==> config.mk <==
export PLATFORM = sky130hd
export DESIGN_NAME = my_alu
export DESIGN_NICKNAME = d
export VERILOG_FILES = /design/src/rtl/my_alu_pkg.sv /design/src/rtl/my_alu_addsub.sv /design/src/rtl/my_alu.sv
export SDC_FILE = /design/constraint.sdc
export NUM_CORES = 1
export LEC_CHECK = 0
export ABC_AREA = 1
export CAP_MARGIN = 20
export CORE_AREA = 2 2 39 41
export CTS_CLUSTER_SIZE = 40
export DETAILED_ROUTE_END_ITERATION = 6
export DIE_AREA = 0 0 41 43
export SLEW_MARGIN = 5
export SYNTH_ARGS = -nofsm -noshare
export SYNTH_HDL_FRONTEND = slang
export SYNTH_SLANG_ARGS = --single-unit
==> constraint.sdc <==
create_clock -name clk -period 0.8 [get_ports clk]
set_input_delay 0.08 -clock clk [delete_from_list [all_inputs] [get_ports clk]]
set_output_delay 0.08 -clock clk [all_outputs]
set_load 0.005 [all_outputs]
==> src/rtl/my_alu_pkg.sv <==
// -----------------------------------------------------------------------------
// my_alu_pkg
// Shared definitions for the my_alu registered arithmetic unit.
//   MY_ALU_WIDTH : default operand/result width.
//   alu_op_t     : 2-bit opcode encoding (OFF, ADD, SUB, NOP).
// -----------------------------------------------------------------------------
package my_alu_pkg;

   localparam int unsigned MY_ALU_WIDTH = 4;

   typedef enum logic [1:0] {
      OP_OFF = 2'b00,
      OP_ADD = 2'b01,
      OP_SUB = 2'b10,
      OP_NOP = 2'b11
   } alu_op_t;

endpackage

==> src/rtl/my_alu_addsub.sv <==
// -----------------------------------------------------------------------------
// my_alu_addsub
// Combinational WIDTH-bit adder/subtractor built around a single adder.
// Ports:
//   A, B        : unsigned operands
//   sub         : 0 = A+B, 1 = A-B
//   result      : low WIDTH bits of the sum/difference (wraps)
//   cout_borrow : carry-out for add, borrow (A<B) for subtract
// -----------------------------------------------------------------------------
module my_alu_addsub
   import my_alu_pkg::*;
#(
   parameter int unsigned WIDTH = MY_ALU_WIDTH
) (
   input  logic [WIDTH-1:0] A,
   input  logic [WIDTH-1:0] B,
   input  logic             sub,
   output logic [WIDTH-1:0] result,
   output logic             cout_borrow
);

   logic [WIDTH-1:0] w_b_op;
   logic [WIDTH:0]   w_sum;

   // Subtract as A + ~B + 1; the +1 comes in as a carry-in equal to sub.
   assign w_b_op = sub ? ~B : B;
   assign w_sum  = {1'b0, A} + {1'b0, w_b_op} + {{WIDTH{1'b0}}, sub};

   assign result = w_sum[WIDTH-1:0];

   // In the A + ~B + 1 form a carry-out means "no borrow", so invert it.
   assign cout_borrow = sub ? ~w_sum[WIDTH] : w_sum[WIDTH];

endmodule

==> src/rtl/my_alu.sv <==
// -----------------------------------------------------------------------------
// my_alu
// Registered 4-bit (by default) arithmetic unit: each rising clk edge captures
// OFF / ADD / SUB / NOP of the current operands; results appear one edge later.
// Ports:
//   clk    : system clock, rising edge
//   rst    : asynchronous active-low reset (0 = reset)
//   A, B   : unsigned operands
//   alu_op : 00 OFF, 01 ADD, 10 SUB, 11 NOP
//   out    : registered result
//   flag   : registered carry (ADD) / borrow (SUB)
//   zero   : registered "out == 0" (only when MY_ALU_ZERO_FLAG_EN is defined)
// Interface: no handshake. A new operation is taken on every rising edge and
// its result is visible on out/flag right after that edge; NOP leaves the
// registers untouched.
// -----------------------------------------------------------------------------
module my_alu
   import my_alu_pkg::*;
#(
   parameter int unsigned WIDTH = MY_ALU_WIDTH
) (
   input  logic             clk,
   input  logic             rst,
   input  logic [WIDTH-1:0] A,
   input  logic [WIDTH-1:0] B,
   input  logic [1:0]       alu_op,
   output logic [WIDTH-1:0] out,
   output logic             flag
`ifdef MY_ALU_ZERO_FLAG_EN
   ,
   output logic             zero
`endif
);

   alu_op_t          w_op;
   logic [WIDTH-1:0] w_sum;
   logic             w_cout;
   logic             w_we;
   logic [WIDTH-1:0] w_out_d;
   logic             w_flag_d;

   logic [WIDTH-1:0] r_out;
   logic             r_flag;

   assign w_op = alu_op_t'(alu_op);

   my_alu_addsub #(
      .WIDTH (WIDTH)
   ) u_addsub (
      .A           (A),
      .B           (B),
      .sub         (w_op == OP_SUB),
      .result      (w_sum),
      .cout_borrow (w_cout)
   );

   // Opcode decode: OFF writes zeros, ADD/SUB write the adder result,
   // NOP suppresses the write so the registers hold.
   always_comb begin
      w_we     = 1'b1;
      w_out_d  = '0;
      w_flag_d = 1'b0;
      case (w_op)
         OP_OFF: begin
            w_out_d  = '0;
            w_flag_d = 1'b0;
         end
         OP_ADD, OP_SUB: begin
            w_out_d  = w_sum;
            w_flag_d = w_cout;
         end
         OP_NOP: begin
            w_we = 1'b0;
         end
         default: begin
            w_we = 1'b0;
         end
      endcase
   end

   always_ff @(posedge clk or negedge rst) begin
      if (!rst) begin
         r_out  <= '0;
         r_flag <= 1'b0;
      end else if (w_we) begin
         r_out  <= w_out_d;
         r_flag <= w_flag_d;
      end
   end

   assign out  = r_out;
   assign flag = r_flag;

`ifdef MY_ALU_ZERO_FLAG_EN
   logic r_zero;

   // Reset to 1 so zero agrees with the cleared out value.
   always_ff @(posedge clk or negedge rst) begin
      if (!rst) begin
         r_zero <= 1'b1;
      end else if (w_we) begin
         r_zero <= (w_out_d == '0);
      end
   end

   assign zero = r_zero;
`endif

endmodule

Word-level counts from Yosys, hierarchy flattened
Cells that the tools add are included.
- register bits after elaboration: 5
- bits of input ports: 12
- $add $sub $neg: 2
- equal/unequal tests: 3
- multiplexer cells: 4
- bitwise logic cells: 2
- reduce and logical (&&, ||, !) cells: 1
- operator list (operator ; number):
    $mux W4 ; 2
    $add A4 B4 Y5 ; 1
    $add A5 B1 Y5 ; 1
    $eq A2 B2 Y1 const B ; 2
    $not A4 Y4 ; 1
    $eq A2 B1 Y1 const B ; 1
    $mux W1 ; 2
    $reduce_or A2 Y1 ; 1
    $not A1 Y1 ; 1

Longest topological paths before layout
- depth after elaboration: 7
- depth in mapped cells: 12

Modules after synthesis
Synthesis repeated with hierarchy kept, for this count alone.
- cells, all modules: 56
- area total of the unflattened synthesis: 439.2 um^2
- by module, submodules not included (module ; times used ; cells an instance ; area each (um^2) ; seq. area each (um^2)):
    my_alu ; 1 ; 24 ; 221.5 ; 125.1
    my_alu_addsub ; 1 ; 32 ; 217.7 ; 0.0

Worst setup path after synthesis
No wires, ideal clock.
- path kind: input-to-reg
- start: in alu_op[0]
- end: reg r_flag (netlist: flag)
- setup time: 0.127 ns
- arrival time: 1.274 ns
- slack: -0.601 ns
- stages: 8
- buffers on the path: 0
- path through: inv_1 > ha_1 > xnor2_1 > fa_1 > inv_1 > nand3_1 > a21oi_1 > o21ai_0
- longest elaborated chain between the ends: 7
- elaborated cells between the ends (all ways): 10
- classes of those cells: add/sub (2); eq/ne (3); mux (3); bitwise (1); reduce/logical (1)
- ends and longest elaborated chain (element ; line ; RTL):
    start, declared ; my_alu.sv:26 ; input logic [1:0] alu_op,
    $eq A2 B2 Y1 ; my_alu.sv:52, my_alu.sv:63 ;
    $mux W4 ; my_alu_addsub.sv:26 ; assign w_b_op = sub ? ~B : B;
    $add A4 B4 Y5 ; my_alu_addsub.sv:27 ; assign w_sum = {1'b0, A} + {1'b0, w_b_op} + {{WIDTH{1'b0}}, sub};
    $add A5 B1 Y5 ; my_alu_addsub.sv:27 ;
    $not A1 Y1 ; my_alu_addsub.sv:32 ; assign cout_borrow = sub ? ~w_sum[WIDTH] : w_sum[WIDTH];
    $mux W1 ; my_alu_addsub.sv:32 ;
    $mux W1 ; my_alu.sv:63 ; case (w_op)
    end signal, assigned ; my_alu.sv:87 ; r_flag <= w_flag_d;
    end, declared ; my_alu.sv:43 ; logic r_flag;
Several ways; a longest one is shown, not always the timed one.
A chain may end at the register's enable or synchronous reset.

Worst setup path in the final report
- start: in alu_op[0]
- end: reg r_out[3] (netlist: out[3])
- longest elaborated chain between the ends: 5
- elaborated cells between the ends (all ways): 8
- classes of those cells: add/sub (2); eq/ne (3); mux (2); reduce/logical (1)
- ends and longest elaborated chain (element ; line ; RTL):
    $eq A2 B2 Y1 ; my_alu.sv:52, my_alu.sv:63 ;
    $mux W4 ; my_alu_addsub.sv:26 ;
    $add A4 B4 Y5 ; my_alu_addsub.sv:27 ;
    $add A5 B1 Y5 ; my_alu_addsub.sv:27 ;
    $mux W4 ; my_alu.sv:63 ;
    end signal, assigned ; my_alu.sv:86 ; r_out <= w_out_d;
    end, declared ; my_alu.sv:42 ; logic [WIDTH-1:0] r_out;
Several ways; a longest one is shown, not always the timed one.

==> impl_metrics.py <==
metrics = {
    "run_status": {
        "outcome": "finished with violations",
        "violations": "setup timing",
    },
    "pwr": {
        "seqPwrFrac": 0.281,
        "power.total_uw": 1100,
        "pwr-share-clk": 0.261,
        "comb_power_share": 0.458,
        "cellPowerDensity_nw_per_um2": 1390,
        "power_leakage_uw": 0.000426,
        "p_int_uw": 778,
        "vdd_ir_drop_max_v": 0.000526,
        "swShare": 0.294,
        "p_switching_uw": 325,
    },
    "synth": {
        "ys_types": 14,
        "syn_avg_cell_area_um2": 7.72,
        "synth_top_area_share": 0.306,
        "synth_edf_count": 0,
        "ys_seq_area_frac": 0.306,
        "syn_inst": 53,
        "async_reset_ff_frac": 1.00,
        "netlist_area_um2": 409,
        "synth_commonest_cells": "nand2_1, inv_1, dfrtp_1, ha_1",
        "synth_area_leader_cell": "dfrtp_1",
        "synth.area.top_cells": "dfrtp_1, ha_1, nand2_1",
        "synth_fp_nets": 71,
        "ys_ff_latch": 5,
        "synth-main-ff-cell": "dfrtp_1",
        "synth.most_common_cell": "nand2_1",
        "synth_warnings": 0,
    },
    "cells_and_area": {
        "seqCellArea_um2": 125,
        "area_delta_synth_final_pct": 93.9,
        "fin_util": 0.573,
        "num-fill-cells": 135,
        "multiInputGateArea_um2": 300,
        "fin_nets": 110,
        "drive_above_1_share": 0.473,
        "finalNonFillerCells": 107,
        "diodes": 0,
        "fin_area_um2": 793,
    },
    "cts": {
        "postCtsHoldBufs": 0,
        "clock_latency_ns": 0.24,
        "htree_levels": 1,
        "cts_tree": "built",
        "clk_path_buf_depth": 2,
        "clkTransAtPathRegs_ns": 0.05,
        "cts_buffers": 3,
        "clock-root-buffer": "clkbuf_4",
        "clock-sinks": 5,
    },
    "placement": {
        "hpwl_um": 754,
        "placedCellCount": 99,
        "io_buffers": 16,
        "routabilityCongestion": 0.788,
        "placed_area_um2": 724,
    },
    "global_routing": {
        "grt_antenna_before_repair": 0,
        "grt_usage": 0.143,
        "first_global_vias": 439,
        "grt_max_degree": 6,
        "grt.overflow.total": 0,
        "grt_pass1_wl_um": 1700,
    },
    "floorplan": {
        "core_um2": 1380,
        "fp.dieH_um": 43,
        "io_pins": 17,
        "rows": 14,
        "start_util": 0.296,
        "dieArea_um2": 1760,
        "die_x_um": 41,
    },
    "setup_path": {
        "crit_fanout": 4,
        "worstPathArrival_ns": 1.32,
        "critPathTopFamily": "adder cells",
        "criticalPathCategory": "primary input to register",
        "crit_buf_inv": 3,
        "critPathMostFrequentCell": "nand2_1",
        "slowest_stage": "ha_2",
        "cp-start-kind": "primary input",
        "end_kind": "register",
        "required_ns": 0.93,
        "slowest_delay_ns": 0.39,
        "cp_cell_sequence": "buf_8 > inv_8 > ha_4 > xor2_1 > ha_2 > nand2_1 > inv_1 > nand3_2 > nand2_2 > nand2_1 > nand3_1 > nand2_1",
    },
    "worst_hold_path": {
        "hp-class": "primary input to asynchronous set/reset pin",
    },
    "routing": {
        "viasPerCell": 4.21,
        "drt-initial-drc-count": 1,
        "vias": 450,
        "drc_errors": 0,
        "dr.pass1.iters": 4,
        "ant_nets": 0,
        "routedWlPerCell_um": 9.06,
        "wirelength_um": 969,
    },
    "sta": {
        "fin_crit_sh": 1.49,
        "final_hold_viol_count": 0,
        "fmax_mhz": 839,
        "setup_ws_ns": -0.392,
        "rsz0062_at_grt": "true",
        "hold_ws_ns": 0.0561,
        "tightestPinTransition_ns": 0.220,
        "relSlewSlack": 0.853,
        "setup_viol": 8,
        "slew_violations": 0,
        "period_needed_ns": 1.19,
        "skew_ns": 0,
    },
    "run": {
        "cap_violations": 0,
    },
}
-- cell usage in the layout, fill, tap and decap left out, drive strengths merged --
| cell | count |
|---|---|
| nand2 | 14 |
| nor2 | 1 |
| a21oi | 4 |
| xnor2 | 2 |
| ha | 5 |
| clkbuf | 4 |
| inv | 10 |
| xor2 | 2 |
| buf | 25 |
| dlygate4sd2 | 6 |
| nand3 | 5 |
| clkdlybuf4s50 | 3 |
| dfrtp | 5 |
| fa | 1 |
| o21ai | 4 |
-- logic make-up after synthesis --
logic type | Yosys count | synth area share
flip-flops | 5 | 0.306
buffers and inverters | 10 | 0.0917
adder cells (fa/ha/maj) | 6 | 0.202
AND/OR/NAND/NOR | 20 | 0.217
AO/OA/AOI/OAI | 8 | 0.0979
XOR/XNOR | 4 | 0.0856
-- worst reg2reg max path, cell delays in order, from the launching register on --
cell and delay [ns]:
dfrtp_1 0.36, buf_4 0.13, buf_4 0.12, nand2_1 0.05
o21ai_1 0.05
-- timing repair --
| action | in CTS | in global routing |
|---|---|---|
| setup endpoints to repair | 10 | 9 |
| pin swaps | 12 | 5 |
| buffers inserted | 5 | 0 |
| resized for setup | 44 | 4 |
-- metal layers --
layer  track usage  wire length [um]  share of wire
met1         0.170               385           0.40
met2         0.225               515           0.53
met3        0.0157                67          0.069
met4         0.100                 0              0
met5             0                 0              0
-- metrics by stage --
step | setup slack [ns] | setup TNS, ns
3_5_place_dp | -1.14 | -5.40
2_1_floorplan | -0.421 | -1.44
6_report | -0.392 | -1.33
5_1_grt | -0.493 | -1.85
3_3_place_gp | -1.10 | -5.22
4_1_cts | -0.393 | -1.41
-- layout make-up --
cell class                 instances  share of cell area
inverter                          10              0.0568
sequential                         5               0.158
timing repair buffer              34               0.349
clock buffer                       4              0.0331
multi-input combinational         38               0.379
tap                               16              0.0252
-- sequential cells by signal, summed over array words and instances (netlist names) --
name / flops
out: 4
flag: 1
-- power groups by stage --
stage | sequential (uW) | clock (uW) | combinational (uW)
finish | 310 | 288 | 505
global route | 316 | 307 | 573
CTS | 310 | 302 | 491
detailed placement | 316 | 0 | 472
global placement | 315 | 0 | 465
floorplan | 322 | 0 | 185
-- worst paths after layout --
| check | cells after the start | to | start | slack, ns |
|---|---|---|---|---|
| worst max-delay path | 12 | out[3] | alu_op[0] | -0.39 |
| min in group clk | 5 | out[0] | alu_op[1] | 0.28 |
| worst min-delay path | 1 | out[0] | rst | 0.06 |
| worst max register to register | 4 | flag | flag | -0.03 |
| max in group asynchronous | 1 | out[2] | rst | 0.55 |
| worst min register to register | 2 | out[1] | out[1] | 0.49 |
(Power assumes the default switching activity.)
